[src/rtl/synth_note_recorder_pkg.sv]
// Shared definitions for the synth note-word format and the recorder FSM.
// Contents: note-word field positions, terminator word, divider sizing,
// recorder state encoding and a helper that packs a note word.
package synth_note_recorder_pkg;

  // Note word: [28]melody [27:24]inst [23:17]vol [16:10]pitch
  //            [9]stop [8]dacapo [7:0]duration (beats:sixteenths)
  localparam int unsigned MELODY_BIT = 28;
  localparam int unsigned INST_LSB   = 24;
  localparam int unsigned INST_W     = 4;
  localparam int unsigned VOL_LSB    = 17;
  localparam int unsigned VOL_W      = 7;
  localparam int unsigned PITCH_LSB  = 10;
  localparam int unsigned PITCH_W    = 7;
  localparam int unsigned STOP_BIT   = 9;
  localparam int unsigned DACAPO_BIT = 8;
  localparam int unsigned DUR_LSB    = 0;
  localparam int unsigned DUR_W      = 8;

  localparam logic [31:0] TERMINATOR_WORD = 32'h0000_0200;

  localparam int unsigned DIVIDEND_W = 36;
  localparam int unsigned DIVISOR_W  = 23;
  localparam int unsigned DIV_STEPS  = 36;

  typedef enum logic [2:0] {
    S_IDLE  = 3'd0,
    S_REC   = 3'd1,
    S_DIV   = 3'd2,
    S_WRITE = 3'd3,
    S_FLUSH = 3'd4,
    S_TERM  = 3'd5
  } rec_state_e;

  function automatic logic [31:0] encode_note(
    input logic         melody,
    input logic [3:0]   inst,
    input logic [6:0]   vol,
    input logic [6:0]   pitch,
    input logic [7:0]   dur
  );
    logic [31:0] w;
    w = '0;
    w[MELODY_BIT]               = melody;
    w[INST_LSB  +: INST_W]      = inst;
    w[VOL_LSB   +: VOL_W]       = vol;
    w[PITCH_LSB +: PITCH_W]     = pitch;
    w[STOP_BIT]                 = 1'b0;
    w[DACAPO_BIT]               = 1'b0;
    w[DUR_LSB   +: DUR_W]       = dur;
    return w;
  endfunction

endpackage

[src/rtl/note_duration_divider.sv]
// Restoring divider converting a held-note tick count into a duration field.
// Ports:
//   clk_i, rst_ni      clock, async active-low reset
//   start_i            one-cycle pulse loading dividend/divisor
//   dividend_i [35:0]  ticks * 16
//   divisor_i  [22:0]  tempo * ticks-per-ms
//   busy_o             division in progress
//   done_o             one-cycle pulse when quotient_o is valid
//   quotient_o [7:0]   quotient, saturated to 8'hFF (also for divisor 0)
module note_duration_divider
  import synth_note_recorder_pkg::*;
(
  input  logic                  clk_i,
  input  logic                  rst_ni,
  input  logic                  start_i,
  input  logic [DIVIDEND_W-1:0] dividend_i,
  input  logic [DIVISOR_W-1:0]  divisor_i,
  output logic                  busy_o,
  output logic                  done_o,
  output logic [7:0]            quotient_o
);

  logic [DIVISOR_W-1:0]  rem_q,  rem_d;
  logic [DIVIDEND_W-1:0] quo_q;
  logic [DIVISOR_W-1:0]  dvsr_q;
  logic [5:0]            cnt_q;
  logic                  busy_q, done_q, zero_q;
  logic [DIVISOR_W:0]    rem_shift;
  logic [DIVISOR_W+1:0]  trial;
  logic                  qbit;

  // quo_q starts as the dividend and shifts quotient bits in from the right
  always_comb begin
    rem_shift = {rem_q, quo_q[DIVIDEND_W-1]};
    trial     = {1'b0, rem_shift} - {2'b00, dvsr_q};
    qbit      = ~trial[DIVISOR_W+1];
    rem_d     = qbit ? trial[DIVISOR_W-1:0] : rem_shift[DIVISOR_W-1:0];
  end

  always_ff @(posedge clk_i or negedge rst_ni) begin
    if (!rst_ni) begin
      rem_q  <= '0;
      quo_q  <= '0;
      dvsr_q <= '0;
      cnt_q  <= '0;
      busy_q <= 1'b0;
      done_q <= 1'b0;
      zero_q <= 1'b0;
    end else begin
      done_q <= 1'b0;
      if (start_i) begin
        rem_q  <= '0;
        quo_q  <= dividend_i;
        dvsr_q <= divisor_i;
        cnt_q  <= 6'(DIV_STEPS);
        busy_q <= 1'b1;
        zero_q <= (divisor_i == '0);
      end else if (busy_q) begin
        rem_q <= rem_d;
        quo_q <= {quo_q[DIVIDEND_W-2:0], qbit};
        cnt_q <= cnt_q - 6'd1;
        if (cnt_q == 6'd1) begin
          busy_q <= 1'b0;
          done_q <= 1'b1;
        end
      end
    end
  end

  assign busy_o     = busy_q;
  assign done_o     = done_q;
  assign quotient_o = (zero_q || (|quo_q[DIVIDEND_W-1:8])) ? 8'hFF : quo_q[7:0];

endmodule

[src/rtl/synth_note_recorder.sv]
// Records live note-on/note-off events as synth note words in memory.
// Ports:
//   CLK, Reset_n                 clock, async active-low reset
//   iSampleTick                  one strobe per audio sample
//   iStart / iStop               begin recording / flush and terminate
//   iBaseAddr, iTempo            song base address, ms per beat (sampled on iStart)
//   iNoteValid, iNoteOn, iPitch, iVolume, iInst, iMelody   note event
//   oMemWrite, oMemAddress, oMemWriteData, iMemReady       word write handshake
//   oBusy, oWordCount, oOverflow status
//
// state   | meaning
// IDLE    | waiting for iStart
// REC     | tracking held notes, looking for a closed slot to encode
// DIV     | divider converting the chosen slot's tick count
// WRITE   | note word presented, waiting for iMemReady
// FLUSH   | closing all open slots and draining closed ones
// TERM    | terminator word presented, waiting for iMemReady
module synth_note_recorder
  import synth_note_recorder_pkg::*;
#(
  parameter int unsigned NUM_SLOTS    = 8,
  parameter int unsigned TICKS_PER_MS = 96,
  parameter int unsigned MAX_WORDS    = 1024
) (
  input  logic        CLK,
  input  logic        Reset_n,
  input  logic        iSampleTick,
  input  logic        iStart,
  input  logic        iStop,
  input  logic [31:0] iBaseAddr,
  input  logic [15:0] iTempo,
  input  logic        iNoteValid,
  input  logic        iNoteOn,
  input  logic [6:0]  iPitch,
  input  logic [6:0]  iVolume,
  input  logic [3:0]  iInst,
  input  logic        iMelody,
  output logic        oMemWrite,
  output logic [31:0] oMemAddress,
  output logic [31:0] oMemWriteData,
  input  logic        iMemReady,
  output logic        oBusy,
  output logic [15:0] oWordCount,
  output logic        oOverflow
);

  localparam int unsigned IDX_W = $clog2(NUM_SLOTS);

  rec_state_e        state_q;
  logic [31:0]       base_q;
  logic [15:0]       tempo_q;
  logic [15:0]       word_cnt_q;
  logic              ovf_q, stop_pend_q, flush_q, div_start_q;
  logic              mem_write_q;
  logic [31:0]       addr_q, data_q;
  logic [IDX_W-1:0]  wr_idx_q;

  logic [NUM_SLOTS-1:0] slot_valid_q, slot_closed_q;
  logic [31:0]          slot_cnt_q   [NUM_SLOTS];
  logic [6:0]           slot_pitch_q [NUM_SLOTS];
  logic [6:0]           slot_vol_q   [NUM_SLOTS];
  logic [3:0]           slot_inst_q  [NUM_SLOTS];
  logic                 slot_mel_q   [NUM_SLOTS];

  logic             ev_accept, is_on;
  logic             free_found, pitch_open, closed_found, any_open;
  logic [IDX_W-1:0] free_idx, open_idx, closed_idx;
  logic             do_open, do_close, do_drop;
  logic             wr_ack, slot_release, close_all, slot_clear;
  logic             div_busy, div_done;
  logic [7:0]       div_quot;
  logic [DIVISOR_W-1:0] divisor;
  logic [31:0]      next_addr;

  // Descending scan so the lowest matching index wins
  always_comb begin
    ev_accept    = iNoteValid && (state_q == S_REC || state_q == S_DIV || state_q == S_WRITE);
    is_on        = iNoteOn && (iVolume != 7'd0);
    free_found   = 1'b0;
    free_idx     = '0;
    pitch_open   = 1'b0;
    open_idx     = '0;
    closed_found = 1'b0;
    closed_idx   = '0;
    any_open     = 1'b0;
    for (int i = NUM_SLOTS - 1; i >= 0; i--) begin
      if (!slot_valid_q[i]) begin
        free_found = 1'b1;
        free_idx   = IDX_W'(i);
      end
      if (slot_valid_q[i] && !slot_closed_q[i]) begin
        any_open = 1'b1;
        if (slot_pitch_q[i] == iPitch) begin
          pitch_open = 1'b1;
          open_idx   = IDX_W'(i);
        end
      end
      if (slot_valid_q[i] && slot_closed_q[i]) begin
        closed_found = 1'b1;
        closed_idx   = IDX_W'(i);
      end
    end
    do_open  = ev_accept && is_on && !pitch_open && free_found;
    do_drop  = ev_accept && is_on && !pitch_open && !free_found;
    do_close = ev_accept && !is_on && pitch_open;
  end

  assign wr_ack       = mem_write_q && iMemReady;
  assign slot_release = (state_q == S_WRITE) && wr_ack;
  assign close_all    = (state_q == S_FLUSH);
  assign slot_clear   = (state_q == S_TERM);
  assign divisor      = DIVISOR_W'(tempo_q) * DIVISOR_W'(TICKS_PER_MS);
  assign next_addr    = base_q + {14'd0, word_cnt_q, 2'b00};

  // Tick counting precedes the close so a same-cycle tick still lands in the note
  always_ff @(posedge CLK or negedge Reset_n) begin
    if (!Reset_n) begin
      slot_valid_q  <= '0;
      slot_closed_q <= '0;
      for (int i = 0; i < NUM_SLOTS; i++) begin
        slot_cnt_q[i]   <= '0;
        slot_pitch_q[i] <= '0;
        slot_vol_q[i]   <= '0;
        slot_inst_q[i]  <= '0;
        slot_mel_q[i]   <= 1'b0;
      end
    end else begin
      for (int i = 0; i < NUM_SLOTS; i++) begin
        if (iSampleTick && slot_valid_q[i] && !slot_closed_q[i] && (slot_cnt_q[i] != 32'hFFFF_FFFF))
          slot_cnt_q[i] <= slot_cnt_q[i] + 32'd1;
        if (slot_clear) begin
          slot_valid_q[i]  <= 1'b0;
          slot_closed_q[i] <= 1'b0;
        end else begin
          if (close_all && slot_valid_q[i])
            slot_closed_q[i] <= 1'b1;
          if (do_close && open_idx == IDX_W'(i))
            slot_closed_q[i] <= 1'b1;
          if (slot_release && wr_idx_q == IDX_W'(i)) begin
            slot_valid_q[i]  <= 1'b0;
            slot_closed_q[i] <= 1'b0;
          end
          if (do_open && free_idx == IDX_W'(i)) begin
            slot_valid_q[i]  <= 1'b1;
            slot_closed_q[i] <= 1'b0;
            slot_cnt_q[i]    <= '0;
            slot_pitch_q[i]  <= iPitch;
            slot_vol_q[i]    <= iVolume;
            slot_inst_q[i]   <= iInst;
            slot_mel_q[i]    <= iMelody;
          end
        end
      end
    end
  end

  note_duration_divider u_div (
    .clk_i      (CLK),
    .rst_ni     (Reset_n),
    .start_i    (div_start_q),
    .dividend_i ({slot_cnt_q[wr_idx_q], 4'b0000}),
    .divisor_i  (divisor),
    .busy_o     (div_busy),
    .done_o     (div_done),
    .quotient_o (div_quot)
  );

  always_ff @(posedge CLK or negedge Reset_n) begin
    if (!Reset_n) begin
      state_q     <= S_IDLE;
      base_q      <= '0;
      tempo_q     <= '0;
      word_cnt_q  <= '0;
      ovf_q       <= 1'b0;
      stop_pend_q <= 1'b0;
      flush_q     <= 1'b0;
      div_start_q <= 1'b0;
      mem_write_q <= 1'b0;
      addr_q      <= '0;
      data_q      <= '0;
      wr_idx_q    <= '0;
    end else begin
      div_start_q <= 1'b0;
      if (do_drop)
        ovf_q <= 1'b1;
      case (state_q)
        S_IDLE: begin
          if (iStart) begin
            base_q      <= iBaseAddr;
            tempo_q     <= iTempo;
            word_cnt_q  <= '0;
            ovf_q       <= 1'b0;
            stop_pend_q <= 1'b0;
            state_q     <= S_REC;
          end
        end
        S_REC: begin
          if (word_cnt_q == 16'(MAX_WORDS - 1)) begin
            ovf_q       <= 1'b1;
            mem_write_q <= 1'b1;
            addr_q      <= next_addr;
            data_q      <= TERMINATOR_WORD;
            state_q     <= S_TERM;
          end else if (iStop || stop_pend_q) begin
            stop_pend_q <= 1'b0;
            state_q     <= S_FLUSH;
          end else if (closed_found) begin
            wr_idx_q    <= closed_idx;
            div_start_q <= 1'b1;
            flush_q     <= 1'b0;
            state_q     <= S_DIV;
          end
        end
        S_DIV: begin
          if (iStop)
            stop_pend_q <= 1'b1;
          if (div_done && !div_busy) begin
            mem_write_q <= 1'b1;
            addr_q      <= next_addr;
            data_q      <= encode_note(slot_mel_q[wr_idx_q], slot_inst_q[wr_idx_q],
                                       slot_vol_q[wr_idx_q], slot_pitch_q[wr_idx_q], div_quot);
            state_q     <= S_WRITE;
          end
        end
        S_WRITE: begin
          if (iStop && !flush_q)
            stop_pend_q <= 1'b1;
          if (wr_ack) begin
            mem_write_q <= 1'b0;
            word_cnt_q  <= word_cnt_q + 16'd1;
            state_q     <= flush_q ? S_FLUSH : S_REC;
          end
        end
        S_FLUSH: begin
          // Open slots are closed during this cycle; drain on the following ones
          if (word_cnt_q == 16'(MAX_WORDS - 1)) begin
            ovf_q       <= 1'b1;
            mem_write_q <= 1'b1;
            addr_q      <= next_addr;
            data_q      <= TERMINATOR_WORD;
            state_q     <= S_TERM;
          end else if (any_open) begin
            state_q <= S_FLUSH;
          end else if (closed_found) begin
            wr_idx_q    <= closed_idx;
            div_start_q <= 1'b1;
            flush_q     <= 1'b1;
            state_q     <= S_DIV;
          end else begin
            mem_write_q <= 1'b1;
            addr_q      <= next_addr;
            data_q      <= TERMINATOR_WORD;
            state_q     <= S_TERM;
          end
        end
        S_TERM: begin
          if (wr_ack) begin
            mem_write_q <= 1'b0;
            word_cnt_q  <= word_cnt_q + 16'd1;
            flush_q     <= 1'b0;
            state_q     <= S_IDLE;
          end
        end
        default: state_q <= S_IDLE;
      endcase
    end
  end

  assign oMemWrite     = mem_write_q;
  assign oMemAddress   = addr_q;
  assign oMemWriteData = data_q;
  assign oBusy         = (state_q != S_IDLE);
  assign oWordCount    = word_cnt_q;
  assign oOverflow     = ovf_q;

endmodule

[config.mk]
export PLATFORM = sky130hd
export DESIGN_NAME = synth_note_recorder
export DESIGN_NICKNAME = d
export VERILOG_FILES = /design/src/rtl/synth_note_recorder_pkg.sv /design/src/rtl/note_duration_divider.sv /design/src/rtl/synth_note_recorder.sv
export SDC_FILE = /design/constraint.sdc
export NUM_CORES = 2
export LEC_CHECK = 0
export ABC_AREA = 1
export BUFFER_PORTS_ARGS = -buffer_cell sky130_fd_sc_hd__buf_2
export CORE_MARGIN = 2
export CORE_UTILIZATION = 45
export CTS_CLUSTER_SIZE = 40
export DETAILED_ROUTE_END_ITERATION = 6
export PLACE_DENSITY = 0.68
export SYNTH_ARGS = -nofsm -noshare
export SYNTH_HDL_FRONTEND = slang
export SYNTH_SLANG_ARGS = --single-unit
[constraint.sdc]
create_clock -name CLK -period 2.65 [get_ports CLK]
set_clock_uncertainty 0.05 [all_clocks]
set_input_delay 0.53 -clock CLK [delete_from_list [all_inputs] [get_ports CLK]]
set_output_delay 0.53 -clock CLK [all_outputs]
set_load 0.1 [all_outputs]
==> summary.md <==
| Metric | Value |
|---|---|
| CTS tree | yes |
| Seq cells post-synth | 645 |
| CP arrival | 3.02 ns |
| Seq/Total Area, Yosys | 41.8% |
| Pins Over Slew Limit | 0 |
| Worst reg-to-reg path cell count | 12 |
| Int Pwr | about 0.028 W |
| Share of post-route cells with drive strength above 1 | 9.98% |
| Synthesized area | 38600 sq um |
| RR Endpoint | oMemWriteData[16]$_DFFE_PN0P_ |
| Fin nets | 5593 |
| Grt ovf | 0 |
| Worst reg2reg path startpoint | state_q[2]$_DFFE_PN0P_ |
| Switch share | 47.2% |
| Mean Syn Cell Area | 7.39 sq um |
| CP startpoint kind | flip-flop |
| Clock sinks | 645 |
| Global-route wire length before repair | 196 mm |
| Area leader, netlist | dfrtp_1 |
| Yosys warning total | 0 |
| Most frequent CP cell | nand2_1 |
| Clock latency on the worst-skew pair | 0.65 ns |
| Max transition margin | between 50% and 60% |
| DRC | 0 |
| Final wirelength | between 100 and 150 mm |
| Reg power frac | 31.9% |
| Total Die Area | 88200 sq um |
| Clock Pin Slew Worst Setup and Hold Paths | 0.06 ns |
| Placed Cells | 6516 |
| Maximum clock path buffer count | 3 |
| Hold WC Path Type | in -> reg |
| Largest net degree at the start of global routing | 81 |
| RSZ-0062 raised after global routing | yes |
| Power share of the clock group | 20.9% |
| DIE WIDTH | 297 um |
| CP Data Required Time | 3.09 ns |
| Total Neg Setup Slack | 0 ns |
| Post-DR vias/cell | 5.50 |
| Crit. End Element | flip-flop |
| Final antenna-violating net count | 0 |
| Final RePlAce weighted congestion | 0.971 |
| Comb pwr share | between 40% and 50% |
| Max VDD drop | 0.000858 V |
| Overall via count from detail_route | 36600 |
| Hold Path Stages | 3 |
| Area of the multi-input gates | 18600 sq um |
| Initial DRC Count | 3452 |
| Inserted Clock Buffers | 76 |
| Crit-path max FO | 20 |
| Initial core utilization | 45.4% |
| Number of flops mapped to enable cells by yosys | 0 |
| Vias in the first global route | 34800 |
| Measured slew at the worst slew-check pin | about 0.74 ns |
| DRT Pass-1 Iters | 6 |
| CTS root buffer | clkbuf_16 |
| WP buf/inv | 3 |
| Fin crit period | between 2 and 3 ns |
| Hold endpoint | base_q[11]$_DFFE_PN0P_ |
| Period utilization | between 90% and 100% |
| GRT Util Overall | between 20% and 30% |
| Core area | 85100 sq um |
| Fmax | 0.387 GHz |
| # setup viols final | 0 |
| Ranking of synthesized cells by area | dfrtp_1 42%, nand2_1 13%, inv_1 7.6% |
| Register area | 16200 sq um |
| Worst-path cell chain | inv_2 -> nand2_1 -> nor2_1 -> inv_1 -> a21oi_1 -> or2_0 -> nor2_2 -> nand2_4 -> nor2_4 -> buf_12 -> o21ai_0 -> nand2_1 |
| Unique masters post-synth | 62 |
| Net Switching | approximately 0.025 W |
| Max cap viols | 0 |
| Power Dens Cells | 1180 nW/um^2 |
| I/O Buffers | about 150 |
| Status | finished clean |
| Mapped Cells | approximately 5200 |
| Top cell type's share of synthesized area | around two fifths |
| Hpwl dp | just over 90 mm |
| Layout Area Growth over Synthesis | 15.7% |
| Kind of critical path | reg -> reg |
| WL/cell | ~19 um |
| Most common cell after layout, fill and taps aside | nand2_1 |
| Initial antenna violation count | 2 |
| Fillers | 8265 |
| Ys async rst share | 100% |
| Setup Fix Bufs, Post-CTS | 0 |
| Die H | between 200 and 300 um |
| Non-Filler Instances | roughly 6700 |
| Row cnt | 107 |
| Count of final hold-check violations | 0 |
| Commonest non-fill, non-tap cells in the layout | 1303 x nand2_1, 776 x inv_1, 639 x dfrtp_1 |
| H-tree depth | 3 |
| CP peak stage delay | about 0.4 ns |
| IO Count | about 160 |
| Hold path start | iBaseAddr[11] |
| Ys flop type | dfrtp_1 |
| Static Leakage | roughly 22 nW |
| Slowest CP cell | dfrtp_1 |
| Reg-to-reg slack, setup | 0.06 ns |
| Top delay family on crit path | simple AND/OR/NAND/NOR gates |
-- through the flow --
step	hold slack [ns]	total power, W	setup slack, ns	utilization (%)	area, sq um
global placement	0.410	0.0409	0.0500	49.3	42000
global route	0.0322	0.0564	-0.0391	52.5	44700
floorplan	0.184	0.0333	0.00240	-	38600
CTS	0.0124	0.0526	0.0147	52.4	44600
finish	0.0431	0.0528	0.0649	52.5	44700
detailed placement	0.412	0.0413	0.0122	49.3	42000
-- flip-flops by register name, summed over array words and instances (netlist names), 3 cells and up --
register and cells:
tempo_q 16, u_div.cnt_q 6, slot_pitch_q 56, slot_closed_q 8, slot_cnt_q 256, slot_vol_q 56, wr_idx_q 3, base_q 32
slot_inst_q 32, u_div.dvsr_q 18, slot_mel_q 8, state_q 3, oMemAddress 32, slot_valid_q 8, u_div.rem_q 23, u_div.quo_q 36
oMemWriteData 28, oWordCount 16
-- kinds of logic after synthesis --
group / share of synthesized area (%)
other: 0.00971
AND/OR/NAND/NOR: 25.9
XOR/XNOR: 4.97
buffers and inverters: 10.2
flip-flops: 41.8
adder cells (fa/ha/maj): 2.20
AO/OA/AOI/OAI: 14.9
-- tightest hold or removal path: stages --
cell and delay, ns:
buf_2 0.08, nand2_1 0.04, nand2_1 0.05
-- routing by layer --
metal	part of all wire, %	up-vias	wire length (um)	GRT usage (%)
met5	0.013	-	16	0
met1	44	17400	54100	38.1
met3	6.1	276	7510	3.34
met4	4.3	2	5390	12.0
met2	46	1317	57000	44.3
li1	-	17600	-	-
-- synth_stat cells (63+ instances only) --
library cell  count
nor3_1          150
xor2_1          169
ha_1             63
nor2_1          445
nand3_1         222
clkbuf_1        102
dfrtp_1         645
o21ai_0         410
o211ai_1        120
nand4_1         115
inv_1           779
o22ai_1          84
nand2_1        1306
a21oi_1         137
-- layout make-up --
cell class / instances / share of cell area (%)
Inverter: 796 / 6.71
Multi-Input combinational cell: 3584 / 41.7
Sequential cell: 645 / 36.1
Tap cell: 1144 / 3.20
Antenna cell: 4 / 0.0224
Timing Repair inverter: 1 / 0.0168
Clock buffer: 113 / 5.07
Clock inverter: 23 / 0.798
Timing Repair Buffer: 348 / 6.34
-- power by group through the flow --
stage          Clock [W]  Sequential [W]  Combinational [W]
2_1_floorplan          0          0.0183             0.0150
3_3_place_gp           0          0.0168             0.0241
3_5_place_dp           0          0.0168             0.0245
4_1_cts           0.0112          0.0167             0.0246
5_1_grt           0.0116          0.0172             0.0275
6_report          0.0110          0.0168             0.0249
-- how the worst max path moves through the flow --
stage	start	endpoint	slack (ns)	cells past startpoint
after floorplan	oWordCount[6]$_DFFE_PN0P_	oMemAddress[25]$_DFFE_PN0P_	0.002	11
after global placement	iPitch[4]	slot_cnt_q[16]$_DFF_PN0_	0.05	14
after detailed placement	iPitch[4]	slot_cnt_q[32]$_DFF_PN0_	0.01	14
after CTS	slot_cnt_q[97]$_DFF_PN0_	slot_cnt_q[122]$_DFF_PN0_	0.01	11
after global routing	oWordCount[0]$_DFFE_PN0P_	oWordCount[12]$_DFFE_PN0P_	-0.04	13
final	state_q[2]$_DFFE_PN0P_	oMemWriteData[16]$_DFFE_PN0P_	0.06	12
-- what timing repair did --
item,CTS,global route
hold buffers,1,0
endpoints found under the setup margin,0,79
endpoints found under the hold margin,34,0
resized for setup,0,27
No activity file was read; power rests on OpenSTA's default activity.
